### src/rtl/serv_trace_pkg.sv
// Shared constants, record layout and frame byte selection for the trace packer.
package serv_trace_pkg;

   localparam logic [7:0]  SYNC_DEFAULT = 8'hA5;
   localparam int unsigned FRAME_BYTES  = 14;

   // Record layout: {lost, trap, rd_addr, pc, insn, wdata}
   localparam int unsigned REC_W     = 103;
   localparam int unsigned WDATA_LSB = 0;
   localparam int unsigned INSN_LSB  = 32;
   localparam int unsigned PC_LSB    = 64;
   localparam int unsigned RD_LSB    = 96;
   localparam int unsigned TRAP_BIT  = 101;
   localparam int unsigned LOST_BIT  = 102;

   localparam logic [3:0]  IDX_LAST  = 4'(FRAME_BYTES - 1);

   typedef enum logic {
      ST_IDLE = 1'b0,
      ST_SEND = 1'b1
   } state_e;

   // Byte idx of the little-endian frame built from a stored record.
   function automatic logic [7:0] frame_byte(input logic [REC_W-1:0] rec,
                                             input logic [3:0]       idx,
                                             input logic [7:0]       sync);
      logic [31:0] pc;
      logic [31:0] insn;
      logic [31:0] wd;
      pc   = rec[PC_LSB    +: 32];
      insn = rec[INSN_LSB  +: 32];
      wd   = rec[WDATA_LSB +: 32];
      case (idx)
         4'd0:    frame_byte = sync;
         4'd1:    frame_byte = {rec[LOST_BIT], rec[TRAP_BIT], 1'b0, rec[RD_LSB +: 5]};
         4'd2:    frame_byte = pc[7:0];
         4'd3:    frame_byte = pc[15:8];
         4'd4:    frame_byte = pc[23:16];
         4'd5:    frame_byte = pc[31:24];
         4'd6:    frame_byte = insn[7:0];
         4'd7:    frame_byte = insn[15:8];
         4'd8:    frame_byte = insn[23:16];
         4'd9:    frame_byte = insn[31:24];
         4'd10:   frame_byte = wd[7:0];
         4'd11:   frame_byte = wd[15:8];
         4'd12:   frame_byte = wd[23:16];
         4'd13:   frame_byte = wd[31:24];
         default: frame_byte = 8'h00;
      endcase
   endfunction

endpackage

### src/rtl/serv_trace_fifo.sv
// Synchronous FIFO with wrap-bit pointers.
// Ports: i_push/i_din write, i_pop read, o_dout_c head, o_full_c/o_empty_c/o_count_c status.
module serv_trace_fifo #(
   parameter int unsigned WIDTH = 8,
   parameter int unsigned DEPTH = 4
) (
   input  logic                     i_clk,
   input  logic                     i_rst_n,
   input  logic                     i_push,
   input  logic                     i_pop,
   input  logic [WIDTH-1:0]         i_din,
   output logic [WIDTH-1:0]         o_dout_c,
   output logic                     o_full_c,
   output logic                     o_empty_c,
   output logic [$clog2(DEPTH):0]   o_count_c
);

   localparam int unsigned AW = $clog2(DEPTH);
   localparam int unsigned PW = AW + 1;

   logic [WIDTH-1:0] r_mem [DEPTH];
   logic [PW-1:0]    r_wr_ptr;
   logic [PW-1:0]    r_rd_ptr;
   logic             w_wr_en;
   logic             w_rd_en;

   // Extra pointer bit separates full from empty when the indices match.
   assign o_count_c = r_wr_ptr - r_rd_ptr;
   assign o_full_c  = (o_count_c == PW'(DEPTH));
   assign o_empty_c = (r_wr_ptr == r_rd_ptr);
   assign o_dout_c  = r_mem[r_rd_ptr[AW-1:0]];
   assign w_wr_en   = i_push & ~o_full_c;
   assign w_rd_en   = i_pop & ~o_empty_c;

   // Pointer update
   always_ff @(posedge i_clk or negedge i_rst_n) begin
      if (!i_rst_n) begin
         r_wr_ptr <= '0;
         r_rd_ptr <= '0;
      end else begin
         if (w_wr_en) r_wr_ptr <= r_wr_ptr + PW'(1);
         if (w_rd_en) r_rd_ptr <= r_rd_ptr + PW'(1);
      end
   end

   // Storage
   always_ff @(posedge i_clk) begin
      if (w_wr_en) r_mem[r_wr_ptr[AW-1:0]] <= i_din;
   end

endmodule

### src/rtl/serv_trace_packer.sv
// Captures RVFI retirements into a FIFO and serializes them as 14-byte frames.
// Ports: i_rvfi_* retirement inputs, i_en capture enable, o_tdata/o_tvalid/o_tlast/i_tready
// byte stream, o_drop_cnt saturating drop count, o_busy activity flag.
module serv_trace_packer
   import serv_trace_pkg::*;
#(
   parameter int unsigned DEPTH = 4,
   parameter logic [7:0]  SYNC  = SYNC_DEFAULT
) (
   input  logic        i_clk,
   input  logic        i_rst_n,
   input  logic        i_en,
   input  logic        i_rvfi_valid,
   input  logic [31:0] i_rvfi_pc_rdata,
   input  logic [31:0] i_rvfi_insn,
   input  logic [4:0]  i_rvfi_rd_addr,
   input  logic [31:0] i_rvfi_rd_wdata,
   input  logic        i_rvfi_trap,
   output logic [7:0]  o_tdata,
   output logic        o_tvalid,
   input  logic        i_tready,
   output logic        o_tlast,
   output logic [7:0]  o_drop_cnt,
   output logic        o_busy
);

   localparam int unsigned CW = $clog2(DEPTH) + 1;

   state_e           r_state;
   logic [3:0]       r_idx;
   logic [REC_W-1:0] r_hold;
   logic             r_lost;

   logic             w_full;
   logic             w_empty;
   logic             w_push;
   logic             w_drop;
   logic             w_pop;
   logic             w_last_hs;
   logic             w_send_nxt;
   logic [CW-1:0]    w_count;
   logic [CW-1:0]    w_count_nxt;
   logic [31:0]      w_wdata;
   logic [REC_W-1:0] w_din;
   logic [REC_W-1:0] w_head;

   assign w_push    = i_en & i_rvfi_valid & ~w_full;
   assign w_drop    = i_en & i_rvfi_valid & w_full;
   assign w_wdata   = (i_rvfi_rd_addr == 5'd0) ? 32'd0 : i_rvfi_rd_wdata;
   assign w_din     = {r_lost, i_rvfi_trap, i_rvfi_rd_addr,
                       i_rvfi_pc_rdata, i_rvfi_insn, w_wdata};

   // Pop whenever the holding register is (or is about to be) free.
   assign w_last_hs   = (r_state == ST_SEND) & i_tready & (r_idx == IDX_LAST);
   assign w_pop       = ~w_empty & ((r_state == ST_IDLE) | w_last_hs);
   assign w_send_nxt  = w_pop | ((r_state == ST_SEND) & ~w_last_hs);
   assign w_count_nxt = w_count + CW'(w_push) - CW'(w_pop);

   serv_trace_fifo #(
      .WIDTH (REC_W),
      .DEPTH (DEPTH)
   ) u_fifo (
      .i_clk     (i_clk),
      .i_rst_n   (i_rst_n),
      .i_push    (w_push),
      .i_pop     (w_pop),
      .i_din     (w_din),
      .o_dout_c  (w_head),
      .o_full_c  (w_full),
      .o_empty_c (w_empty),
      .o_count_c (w_count)
   );

   // Serializer: hold register, byte index and registered stream outputs.
   always_ff @(posedge i_clk or negedge i_rst_n) begin
      if (!i_rst_n) begin
         r_state  <= ST_IDLE;
         r_idx    <= 4'd0;
         r_hold   <= '0;
         o_tvalid <= 1'b0;
         o_tdata  <= 8'h00;
         o_tlast  <= 1'b0;
      end else begin
         case (r_state)
            ST_IDLE: begin
               if (w_pop) begin
                  r_state  <= ST_SEND;
                  r_hold   <= w_head;
                  r_idx    <= 4'd0;
                  o_tvalid <= 1'b1;
                  o_tdata  <= SYNC;
                  o_tlast  <= 1'b0;
               end
            end
            ST_SEND: begin
               if (i_tready) begin
                  if (r_idx == IDX_LAST) begin
                     r_idx   <= 4'd0;
                     o_tlast <= 1'b0;
                     if (w_pop) begin
                        // Back-to-back frame: no idle bubble.
                        r_hold  <= w_head;
                        o_tdata <= SYNC;
                     end else begin
                        r_state  <= ST_IDLE;
                        o_tvalid <= 1'b0;
                        o_tdata  <= 8'h00;
                     end
                  end else begin
                     r_idx   <= 4'(r_idx + 4'd1);
                     o_tdata <= frame_byte(r_hold, 4'(r_idx + 4'd1), SYNC);
                     o_tlast <= (4'(r_idx + 4'd1) == IDX_LAST);
                  end
               end
            end
            default: r_state <= ST_IDLE;
         endcase
      end
   end

   // Drop accounting, sticky lost flag and busy status.
   always_ff @(posedge i_clk or negedge i_rst_n) begin
      if (!i_rst_n) begin
         r_lost     <= 1'b0;
         o_drop_cnt <= 8'h00;
         o_busy     <= 1'b0;
      end else begin
         if (w_drop) begin
            r_lost <= 1'b1;
            if (o_drop_cnt != 8'hFF) o_drop_cnt <= o_drop_cnt + 8'd1;
         end else if (w_push) begin
            r_lost <= 1'b0;
         end
         o_busy <= w_send_nxt | (w_count_nxt != '0);
      end
   end

endmodule

### config.mk
export PLATFORM = sky130hd
export DESIGN_NAME = serv_trace_packer
export DESIGN_NICKNAME = d
export VERILOG_FILES = /design/src/rtl/serv_trace_pkg.sv /design/src/rtl/serv_trace_fifo.sv /design/src/rtl/serv_trace_packer.sv
export SDC_FILE = /design/constraint.sdc
export NUM_CORES = 1
export LEC_CHECK = 0
export ABC_AREA = 1
export CORE_ASPECT_RATIO = 0.9
export CORE_MARGIN = 4
export CORE_UTILIZATION = 30
export CTS_CLUSTER_DIAMETER = 150
export CTS_CLUSTER_SIZE = 28
export DETAILED_ROUTE_END_ITERATION = 10
export DONT_BUFFER_PORTS = 1
export MAX_ROUTING_LAYER = met4
export PLACE_DENSITY = 0.45
export SYNTH_ARGS = -nofsm -noshare
export SYNTH_HDL_FRONTEND = slang
export SYNTH_HIERARCHICAL = 1
export SYNTH_SLANG_ARGS = --single-unit
### constraint.sdc
create_clock -name i_clk -period 15.45 [get_ports i_clk]
set_input_delay 0 -clock i_clk [delete_from_list [all_inputs] [get_ports i_clk]]
set_output_delay 0 -clock i_clk [all_outputs]
set_load 0.02 [all_outputs]
==> results of run 1 <==
per-stage QoR:
stage / std cells / util [%] / power (W)
after floorplan: 1939 / - / 0.00281
after global placement: 2814 / 31.4 / 0.00317
after detailed placement: 2814 / 31.4 / 0.00318
after CTS: 2962 / 33.8 / 0.00394
after global routing: 2969 / 33.8 / 0.00414
final: 2969 / 33.8 / 0.00389
cell type report:
| type | instances | area share (%) |
|---|---|---|
| Tap cell | 960 | 4.85 |
| Clock buffer | 39 | 2.57 |
| Sequential cell | 546 | 63.5 |
| Clock inverter | 2 | 0.0809 |
| Multi-Input combinational cell | 1186 | 22.3 |
| Antenna cell | 7 | 0.0708 |
| Timing Repair Buffer | 124 | 4.91 |
| Inverter | 105 | 1.64 |
path summary, 6_finish.rpt:
kind	startpoint	to	slack (ns)	depth (start not counted)
worst max-delay path	u_fifo/r_rd_ptr[0]	u_fifo/r_mem[3][95]	10.83	12
worst min-delay path	i_rst_n	o_drop_cnt[2]	-0.07	2
max in group asynchronous	i_rst_n	r_hold[10]	14.81	2
min in group i_clk	i_rvfi_insn[30]	u_fifo/r_mem[2][62]	0.13	1
worst min register to register	r_hold[86]	r_hold[86]	0.49	2
worst max register to register	u_fifo/r_rd_ptr[0]	u_fifo/r_mem[3][95]	10.83	12
kinds of logic after synthesis:
kind of cell,Yosys count
adder cells (fa/ha/maj),18
buffers and inverters,207
AND/OR/NAND/NOR,798
flip-flops,546
XOR/XNOR,11
AO/OA/AOI/OAI,359
critical path: cells and delay by family (launching register included):
family / cells / cell delay [ns]
buffers and inverters: 5 / 1.59
flip-flops: 1 / 0.89
adder cells (fa/ha/maj): 2 / 0.80
AND/OR/NAND/NOR: 5 / 0.72
metal layers:
layer  global-route usage [%]  vias up
met5                        -        -
met4                     2.07        0
met3                     2.44       43
met2                     22.9      219
met1                     20.9     6974
li1                         -     6774
Yosys cell counts (4+ instances only):
library cell | instances | area (um2)
xor2_1 | 6 | 52.6
edfxtp_1 | 412 | 12400
nor2_2 | 9 | 56.3
nand2_4 | 4 | 45.0
nand4_1 | 31 | 194
inv_1 | 100 | 375
xnor2_1 | 5 | 43.8
a21oi_1 | 8 | 40.0
nand2_1 | 448 | 1680
o21ai_1 | 29 | 145
o21ai_0 | 210 | 1050
buf_4 | 7 | 52.6
dfrtp_1 | 134 | 3350
clkbuf_1 | 55 | 206
o22ai_1 | 110 | 688
buf_2 | 24 | 120
nor2_1 | 245 | 920
nor3_1 | 8 | 40.0
ha_1 | 16 | 200
nand2_2 | 4 | 25.0
buf_6 | 14 | 158
nand3_1 | 44 | 220
state kept, by name, summed over array words and instances, names as in the netlist:
| register | cells |
|---|---|
| r_state | 1 |
| r_idx | 4 |
| u_fifo/r_mem | 412 |
| u_fifo/r_rd_ptr | 3 |
| r_hold | 103 |
| o_drop_cnt | 8 |
| r_lost | 1 |
| o_tdata | 8 |
| u_fifo/r_wr_ptr | 3 |
| o_tvalid | 1 |
| o_tlast | 1 |
| o_busy | 1 |
power breakdown:
group,switching [W],internal [W]
clock network,0.000439,0.000287
registers,0.000184,0.00190
logic,0.000782,0.000299
==> implementation parameters, run 1 <==
Parameter                              Value

STA
  Slew at the pin closest to its max-slew limit    1.02 ns
  TNS Setup    0 ns
  RSZ-0062 raised after global routing    no
  Max-slew headroom    31.7%
  Fin. max-slew vios    0
  Setup violators final    0
  Crit path time final    4.62 ns
  Post-route worst hold slack    -0.0734 ns
  Final hold vios    9
  PnR worst setup slack    10.83 ns
  Upper clock frequency limit    0.217 GHz
  Final worst clock skew    0.0257 ns
  Final critical-path share of the clock period    29.9%

Synthesis
  Syn_area_per_cell    11.4 um2
  Synthesized-area fraction occupied by ao, oa, aoi and oai cells    8.74%
  Instance count of the mapped netlist    1,939
  Share of flip-flops with an asynchronous set or reset after synthesis    24.5%
  Total standard cell area after synthesis    0.0222 mm2
  Number of enable flip-flop cells after synthesis    412
  Xor-xnor portion of the synthesized cell area    0.434%
  Multiplexer area fraction after synthesis    0%
  Synth Area in Simple Gates    14.6%
  Yosys warning count    6
  Adder and majority gate portion of the synthesized area    1.08%
  Synth Net Count    2,064
  Most used flip-flop cell after synthesis    edfxtp_1
  Combinational family with the most area after synthesis    simple AND/OR/NAND/NOR gates
  Number of synthesized register bits    546
  Number of unique standard cell types used by synthesis    35
  Post-synthesis sequential area ratio    70.9%

Routing
  Drt via density    4.72
  Detailed route wirelength on metal3    2.56 mm
  Vias    14,010
  Average wire per standard cell    19.3 um
  Uppermost metal layer occupied by signal nets    met4
  Iteration count of the initial detailed-routing pass    5
  Met2 wire len    26.3 mm
  Met1 wire length    27.6 mm
  Count of antenna-violating nets left after detailed routing    0
  Detailed router's first-iteration violation count    1,063
  # DRC    0
  Routed wire length    57.3 mm

Worst setup path
  Critical Setup Path Class    flip-flop to flip-flop
  CP max stage delay    0.89 ns
  Cell with the biggest individual delay on the critical path    dfrtp_4
  Crit path launch type    flip-flop
  Crit. End Element    flip-flop
  Cells along the critical path    ha_1, inv_1, fa_1, nor2_1, nand2_1, inv_1, nor2_1, nand2_1, inv_1, nand2_1, inv_4, buf_4
  Maximum fanout along the worst path    57
  WP data arrival    4.81 ns
  Worst endpoint required time    15.65 ns

Global route
  Number of global-route vias before repair    13,652
  Combined global-route utilization of all metal layers    14.7%
  First-pass GRT wire length    86.6 mm
  Pin count of the biggest net entering global routing    135
  Initial antenna violation count    8
  Global route total overflow    0

Layout
  Synthesis-to-finish area growth    11.6%
  Commonest non-fill, non-tap cells in the layout    nand2_1, edfxtp_1, nor2_1
  Area of the multi-input gates    0.00553 mm2
  Finished Cell Area    0.0248 mm2
  Commonest non-fill, non-tap cell in the layout    nand2_1
  Fillers    7,354
  Sequential cell area    0.0157 mm2
  Nets    2,111
  Layout cells sized above 1    3.70%

Hold path
  Hold WC Path Type    input port to asynchronous set/reset pin

Power and ir drop
  Highest ir drop seen on vdd    0.0940 mV
  PD cells    157 mW/mm2
  Leakage power of the design    9.29 nW

Clock network
  Number of hold buffers added after cts    107
  CTS H-Tree Depth    1
  Clock buffer count from CTS    23
  Clock-pin slew on the worst setup and hold paths    0.11 ns
  Root buf cell    clkbuf_16
  TritonCTS clock tree    yes
  Worst-Skew Late Latency    0.59 ns
  Maximum count of clock buffers along a single path    3
  Number of setup buffers added after CTS    0
  Total clock sinks    546
  CTS-repair resized insts    0

Floorplanning
  Ports placed on the boundary    126
  Die width    295 um
  DIE AREA    0.0784 mm2
  Die height    266 um
  Placeable Area    0.0732 mm2
  Number of core rows    94
  Initial core utilization    30.3%

Placed design
  Pre-CTS setup slack    10.82 ns
  Placed standard-cell area    0.0230 mm2
  Final GP Congestion    0.833
  HPWL after DPL    35.4 mm
  Buffers added on ports    0

Run status
  Run status    finished with violations
  Violated checks    hold timing

Job
  Number of max-cap violations    0
Note: power is estimated with default switching activity, not from simulation.
==> inputs of run 2 (changes only) <==
Settings changed: ABC_AREA 1 to 0, PLACE_DENSITY 0.45 to 0.46.
Clock period 15.45 ns to 4.1 ns, I/O delays scaled along.
==> run 2 against run 1 <==
Critical path depth down 2; register-to-register slack worse by 10 ns; maximum frequency up 28%; the run now ends clean; via count down 19%.
==> implementation parameters, run 2 <==
Parameter                              Value

Clock network
  Clock-pin slew on the worst setup and hold paths    0.11 ns (about the same)
  TritonCTS clock tree    yes
  Worst-Skew Late Latency    0.59 ns (about the same)
  Total clock sinks    546 (unchanged)
  Root buf cell    clkbuf_16
  Number of setup buffers added after CTS    0 (unchanged)
  Maximum count of clock buffers along a single path    3 (unchanged)
  Clock buffer count from CTS    23 (unchanged)
  CTS H-Tree Depth    1 (unchanged)

Worst setup path
  Worst endpoint required time    4.39 ns (-11.26 ns)
  Maximum fanout along the worst path    28 (-51%)
  Crit. End Element    flip-flop
  Crit path launch type    flip-flop
  WP data arrival    3.89 ns (-0.92 ns)
  Critical Setup Path Class    flip-flop to flip-flop

Layout
  Layout cells sized above 1    21.8% (+18 points)
  Sequential cell area    0.0157 mm2 (about the same)
  Commonest non-fill, non-tap cells in the layout    edfxtp_1, dfrtp_1, dlygate4sd3_1
  Nets    1,430 (-32%)
  Synthesis-to-finish area growth    13.4%
  Area of the multi-input gates    0.00612 mm2 (+11%)
  Final core occ    34.5% (+0.63 points)
  Commonest non-fill, non-tap cell in the layout    edfxtp_1
  Flip-flop count of the largest register, all copies and words added    412 (unchanged)
  Fillers    7,005 (-4.7%)

STA
  Final worst clock skew    0.0174 ns (-0.00830 ns)
  Final critical-path share of the clock period    87.8% (+58 points)
  Upper clock frequency limit    0.278 GHz (+28%)
  Crit path time final    3.60 ns (-1.02 ns)
  Max-slew headroom    38.1% (+6.4 points)
  Slew at the pin closest to its max-slew limit    0.929 ns (-0.0930 ns)
  RSZ-0062 raised after global routing    no
  Setup violators final    0 (unchanged)
  Final hold vios    0 (-9)
  Fin. max-slew vios    0 (unchanged)
  TNS Setup    0 ns (unchanged)

Routing
  Drt via density    4.99 (+5.8%)
  Count of antenna-violating nets left after detailed routing    0 (unchanged)
  Average wire per standard cell    25.0 um (+29%)
  Routed wire length    57.1 mm (-0.38%)
  Vias    11,415 (-19%)
  # DRC    0 (unchanged)
  Iteration count of the initial detailed-routing pass    5 (unchanged)
  Detailed router's first-iteration violation count    944 (-11%)

Floorplanning
  Placeable Area    0.0734 mm2 (+0.32%)
  DIE AREA    0.0788 mm2 (+0.55%)
  Die height    267 um (+0.28%)
  Initial core utilization    30.4% (+0.075 points)
  Die width    295 um (+0.28%)
  Number of core rows    94 (unchanged)
  Ports placed on the boundary    126 (unchanged)

Synthesis
  Most area-consuming cells after synthesis    edfxtp_1, dfrtp_1, mux4_2, mux2_2, a22oi_1
  Yosys warning count    6 (unchanged)
  Most frequent cells after synthesis    edfxtp_1, dfrtp_1, mux4_2, mux2_2, nand2_1
  Synth top area share    55.5% (-0.32 points)
  Area leader, netlist    edfxtp_1
  Number of synthesized register bits    546 (unchanged)
  Most frequently used cell type in the post-synthesis netlist    edfxtp_1
  Syn_area_per_cell    18.5 um2 (+62%)
  Total standard cell area after synthesis    0.0223 mm2 (+0.57%)
  Share of flip-flops with an asynchronous set or reset after synthesis    24.5% (unchanged)
  Instance count of the mapped netlist    1,203 (-38%)
  Number of enable flip-flop cells after synthesis    412 (unchanged)
  Most used flip-flop cell after synthesis    edfxtp_1
  Number of unique standard cell types used by synthesis    73 (+110%)
  Post-synthesis sequential area ratio    70.5% (-0.40 points)
  Synth Net Count    1,328 (-36%)

Global route
  Number of global-route vias before repair    11,722 (-14%)
  Combined global-route utilization of all metal layers    14.9% (+0.19 points)
  Global route total overflow    0 (unchanged)
  Initial antenna violation count    3 (-5)
  First-pass GRT wire length    84.7 mm (-2.1%)
  Pin count of the biggest net entering global routing    135 (unchanged)

Placed design
  Buffers added on ports    0 (unchanged)
  HPWL after DPL    36.8 mm (+3.8%)
  Final GP Congestion    0.901 (+8.2%)

Power and ir drop
  Highest ir drop seen on vdd    0.310 mV (+230%)
  Overall power of the completed layout    0.0133 W (+240%)
  PD cells    525 mW/mm2 (+230%)
  Leakage power of the design    8.58 nW (-7.7%)

Run status
  Run status    completed

Hold path
  Hold WC Path Type    input port to asynchronous set/reset pin

Job
  Number of max-cap violations    0 (unchanged)
[run 2: layout make-up]
cell class	count	share of cell area, %
Inverter	17	0.252
Tap cell	960	4.75
Multi-Input combinational cell	573	24.2
Antenna cell	4	0.0396
Sequential cell	546	62.2
Timing Repair Buffer	144	5.96
Clock buffer	39	2.51
Clock inverter	3	0.119
[run 2: cells by family after synthesis]
group	Yosys count	synth area share, %
buf+inv	84	2.16
mux	219	16.2
simple gates	178	4.50
flops	546	70.5
xor+xnor	16	0.780
compound gates	142	4.81
fa+ha+maj	18	1.08
[run 2: path summary, 6_finish.rpt]
path                                        to                 from  cells after the start  slack, ns
max                        u_fifo/r_mem[1][80]   u_fifo/r_wr_ptr[0]                     10       0.50
min                                 r_hold[83]              i_rst_n                      2       0.12
max reg2reg                u_fifo/r_mem[1][80]   u_fifo/r_wr_ptr[0]                     10       0.50
min reg2reg                        r_hold[102]          r_hold[102]                      1       0.52
max in group asynchronous   u_fifo/r_rd_ptr[0]              i_rst_n                      2       3.36
min in group i_clk         u_fifo/r_mem[2][82]  i_rvfi_pc_rdata[18]                      1       0.13
[run 2: through the flow]
step                      setup slack [ns]  instance area, um2  cells  hold WS [ns]
after floorplan                     0.0132               22300   1203        -0.296
after global placement               0.612               23500   2131        -0.276
after detailed placement             0.480               23500   2131        -0.275
after CTS                            0.460               25300   2282        0.0875
after global routing                 0.293               25300   2285         0.108
final                                0.499               25300   2286         0.119
[run 2: routing by layer]
metal	share of wire, %	vias to the layer above	track usage, %	wire length [um]
li1	-	4991	-	-
met1	47	6090	21.4	26900
met2	46	279	22.7	26100
met3	5.1	55	2.35	2930
met4	2.1	0	2.79	1190
met5	0	-	-	0
[run 2: repair_timing]
item,CTS,global route
hold buffers,109,0
gates resized for setup,0,0
endpoints found under the hold margin,565,0
[run 2: worst max-delay path, cell delays in order (launching register included)]
cell	delay, ns
dfrtp_1	0.42
inv_1	0.16
ha_1	0.17
inv_1	0.05
fa_1	0.41
xnor3_2	0.29
and2_2	0.22
nor2_1	0.32
a21boi_4	0.33
and2_4	0.60
buf_4	0.31
[run 2: report_power, final]
part | switching (W) | internal (W)
Sequential | 0.000753 | 0.00688
Combinational | 0.00162 | 0.00127
Clock | 0.00167 | 0.00109
Total | 0.00405 | 0.00924
==> inputs of run 3 (changes only) <==
Settings changed: CORE_UTILIZATION 30 to 57, PLACE_DENSITY 0.46 to 0.76.
==> run 3 against run 2 <==
Via count shrank 0.59%; setup slack gained 0.091 ns; flip-flop and latch count is the same; sequential power shrank 1%; utilization grew 30 points; global-route usage grew 8.3 points; clock skew shrank 0.0024 ns; largest cell class unchanged.
==> implementation parameters, run 3 (same netlist as run 2, synthesis figures left out) <==
Parameter                              Value

Run status
  Run status    completed

Worst setup path
  Maximum fanout along the worst path    29 (+3.6%)
  WP data arrival    3.79 ns (-0.10 ns)
  Critical Setup Path Class    flip-flop to flip-flop
  Worst endpoint required time    4.38 ns (about the same)
  Crit path launch type    flip-flop
  CP max stage delay    0.58 ns (-0.02 ns)
  Cell with the biggest individual delay on the critical path    and2_4
  Library cell appearing most often on the critical path    inv_1
  Crit. End Element    flip-flop
  Cells along the critical path    inv_1, ha_1, inv_1, fa_1, nor2b_1, and2_2, nor2_1, a21boi_4, and2_4, buf_4
  Count of cells along the worst register-to-register path    10 (unchanged)

Placed design
  Final GP Congestion    0.970 (+7.6%)
  Buffers added on ports    0 (unchanged)
  Pre-CTS setup slack    0.635 ns (+0.155 ns)
  HPWL after DPL    30.8 mm (-16%)

Layout
  Flip-flop count of the largest register, all copies and words added    412 (unchanged)
  Layout cells sized above 1    21.5% (-0.25 points)
  Synthesis-to-finish area growth    10.8%
  Nets    1,427 (-0.21%)
  Commonest non-fill, non-tap cells in the layout    edfxtp_1, dfrtp_1, dlygate4sd3_1
  Fillers    2,604 (-63%)
  Commonest non-fill, non-tap cell in the layout    edfxtp_1
  Final core occ    64.1% (+30 points)

Clock network
  Clock buffer count from CTS    23 (unchanged)
  Total clock sinks    546 (unchanged)
  CTS H-Tree Depth    1 (unchanged)
  Clock-pin slew on the worst setup and hold paths    0.11 ns (about the same)
  Root buf cell    clkbuf_16
  Worst-Skew Late Latency    0.57 ns (-0.02 ns)
  Number of hold buffers added after cts    109 (unchanged)
  TritonCTS clock tree    yes
  Number of setup buffers added after CTS    0 (unchanged)
  CTS-repair resized insts    0 (unchanged)
  Maximum count of clock buffers along a single path    3 (unchanged)

STA
  Setup violators final    0 (unchanged)
  Post-route worst hold slack    0.0170 ns (-0.102 ns)
  Final critical-path share of the clock period    85.6% (-2.2 points)
  Final worst clock skew    0.0150 ns (-0.00243 ns)
  PnR worst setup slack    0.590 ns (+0.0911 ns)
  Slew at the pin closest to its max-slew limit    0.888 ns (-0.0405 ns)
  Max-slew headroom    40.8% (+2.7 points)
  RSZ-0062 raised after global routing    no
  Crit path time final    3.51 ns (-0.0911 ns)
  Upper clock frequency limit    0.285 GHz (+2.6%)
  Final hold vios    0 (unchanged)
  Fin. max-slew vios    0 (unchanged)
  TNS Setup    0 ns (unchanged)

Routing
  Count of antenna-violating nets left after detailed routing    0 (unchanged)
  Vias    11,348 (-0.59%)
  Drt via density    6.15 (+23%)
  Detailed router's first-iteration violation count    1,146 (+21%)
  Average wire per standard cell    25.7 um (+3.1%)
  Iteration count of the initial detailed-routing pass    5 (unchanged)
  # DRC    0 (unchanged)
  Routed wire length    47.5 mm (-17%)

Floorplanning
  Placeable Area    0.0385 mm2 (-47%)
  Die width    217 um (-27%)
  Die height    196 um (-27%)
  Initial core utilization    57.9% (+27 points)
  Ports placed on the boundary    126 (unchanged)
  DIE AREA    0.0424 mm2 (-46%)
  Number of core rows    68 (-28%)

Power and ir drop
  Leakage power of the design    8.56 nW (-0.23%)
  PD cells    527 mW/mm2 (+0.37%)
  Highest ir drop seen on vdd    0.383 mV (+24%)

Global route
  First-pass GRT wire length    73.2 mm (-14%)
  Combined global-route utilization of all metal layers    23.2% (+8.3 points)
  Pin count of the biggest net entering global routing    135 (unchanged)
  Number of global-route vias before repair    11,695 (-0.23%)
  Initial antenna violation count    1 (-2)
  Global route total overflow    0 (unchanged)

Hold path
  Hold WC Path Type    input port to asynchronous set/reset pin

Job
  Number of max-cap violations    0 (unchanged)
run 3: changes by cell type in the layout (fill, tap and decap cells not counted):
cell | before | now
inv_12 | 0 | 1
clkinv_8 | 1 | 0
buf_12 | 11 | 10
diode_2 | 4 | 1
clkinv_2 | 1 | 0
buf_4 | 24 | 22
clkbuf_1 | 16 | 17
run 3: final timing paths:
kind,startpoint,to,slack [ns]
min in group i_clk,i_rvfi_rd_addr[1],u_fifo/r_mem[2][17],0.12
worst max register to register,u_fifo/r_wr_ptr[0],u_fifo/r_mem[1][18],0.59
worst min-delay path,i_rst_n,o_drop_cnt[4],0.02
max in group asynchronous,i_rst_n,r_hold[56],3.51
worst min register to register,r_hold[58],r_hold[58],0.49
worst max-delay path,u_fifo/r_wr_ptr[0],u_fifo/r_mem[1][18],0.59
run 3: critical path, delay by kind of cell, from the launching register on:
kind            cells  cell delay, ns
fa+ha+maj           2            0.73
buf+inv             3            0.49
compound gates      1            0.31
flops               1            0.42
simple gates        4            1.23
run 3: cell type report:
cell class                 instances  area [um2]  area share [%]
antenna                            1        2.50          0.0101
multi-input combinational        573        6120            24.8
clock inverter                     2        25.0           0.101
sequential                       546       15700            63.7
timing repair buffer             141        1470            5.96
clock buffer                      40         639            2.59
inverter                          17        63.8           0.258
tap                              525         657            2.66
run 3: metal layers:
layer | vias to the layer above | part of all wire [%] | track usage, %
met4 | 0 | 2.4 | 4.91
li1 | 4972 | - | -
met2 | 355 | 48 | 35.6
met1 | 5968 | 43 | 34.1
met3 | 53 | 6.1 | 3.50
met5 | - | 0 | -
run 3: through the flow:
step                cell area [um2]  cells  power, W
finish                        24700   1845    0.0130
CTS                           24700   1844    0.0131
global route                  24700   1845    0.0136
floorplan                     22300   1203   0.00939
global placement              22900   1693    0.0103
detailed placement            22900   1693    0.0103
run 3: where the power goes:
group	total [W]	switching [W]	leakage, nW	internal, W
sequential	0.00755	0.000663	5.55	0.00689
clock	0.00268	0.00158	0.315	0.00109
combinational	0.00281	0.00155	2.69	0.00126
total	0.0130	0.00380	8.56	0.00923
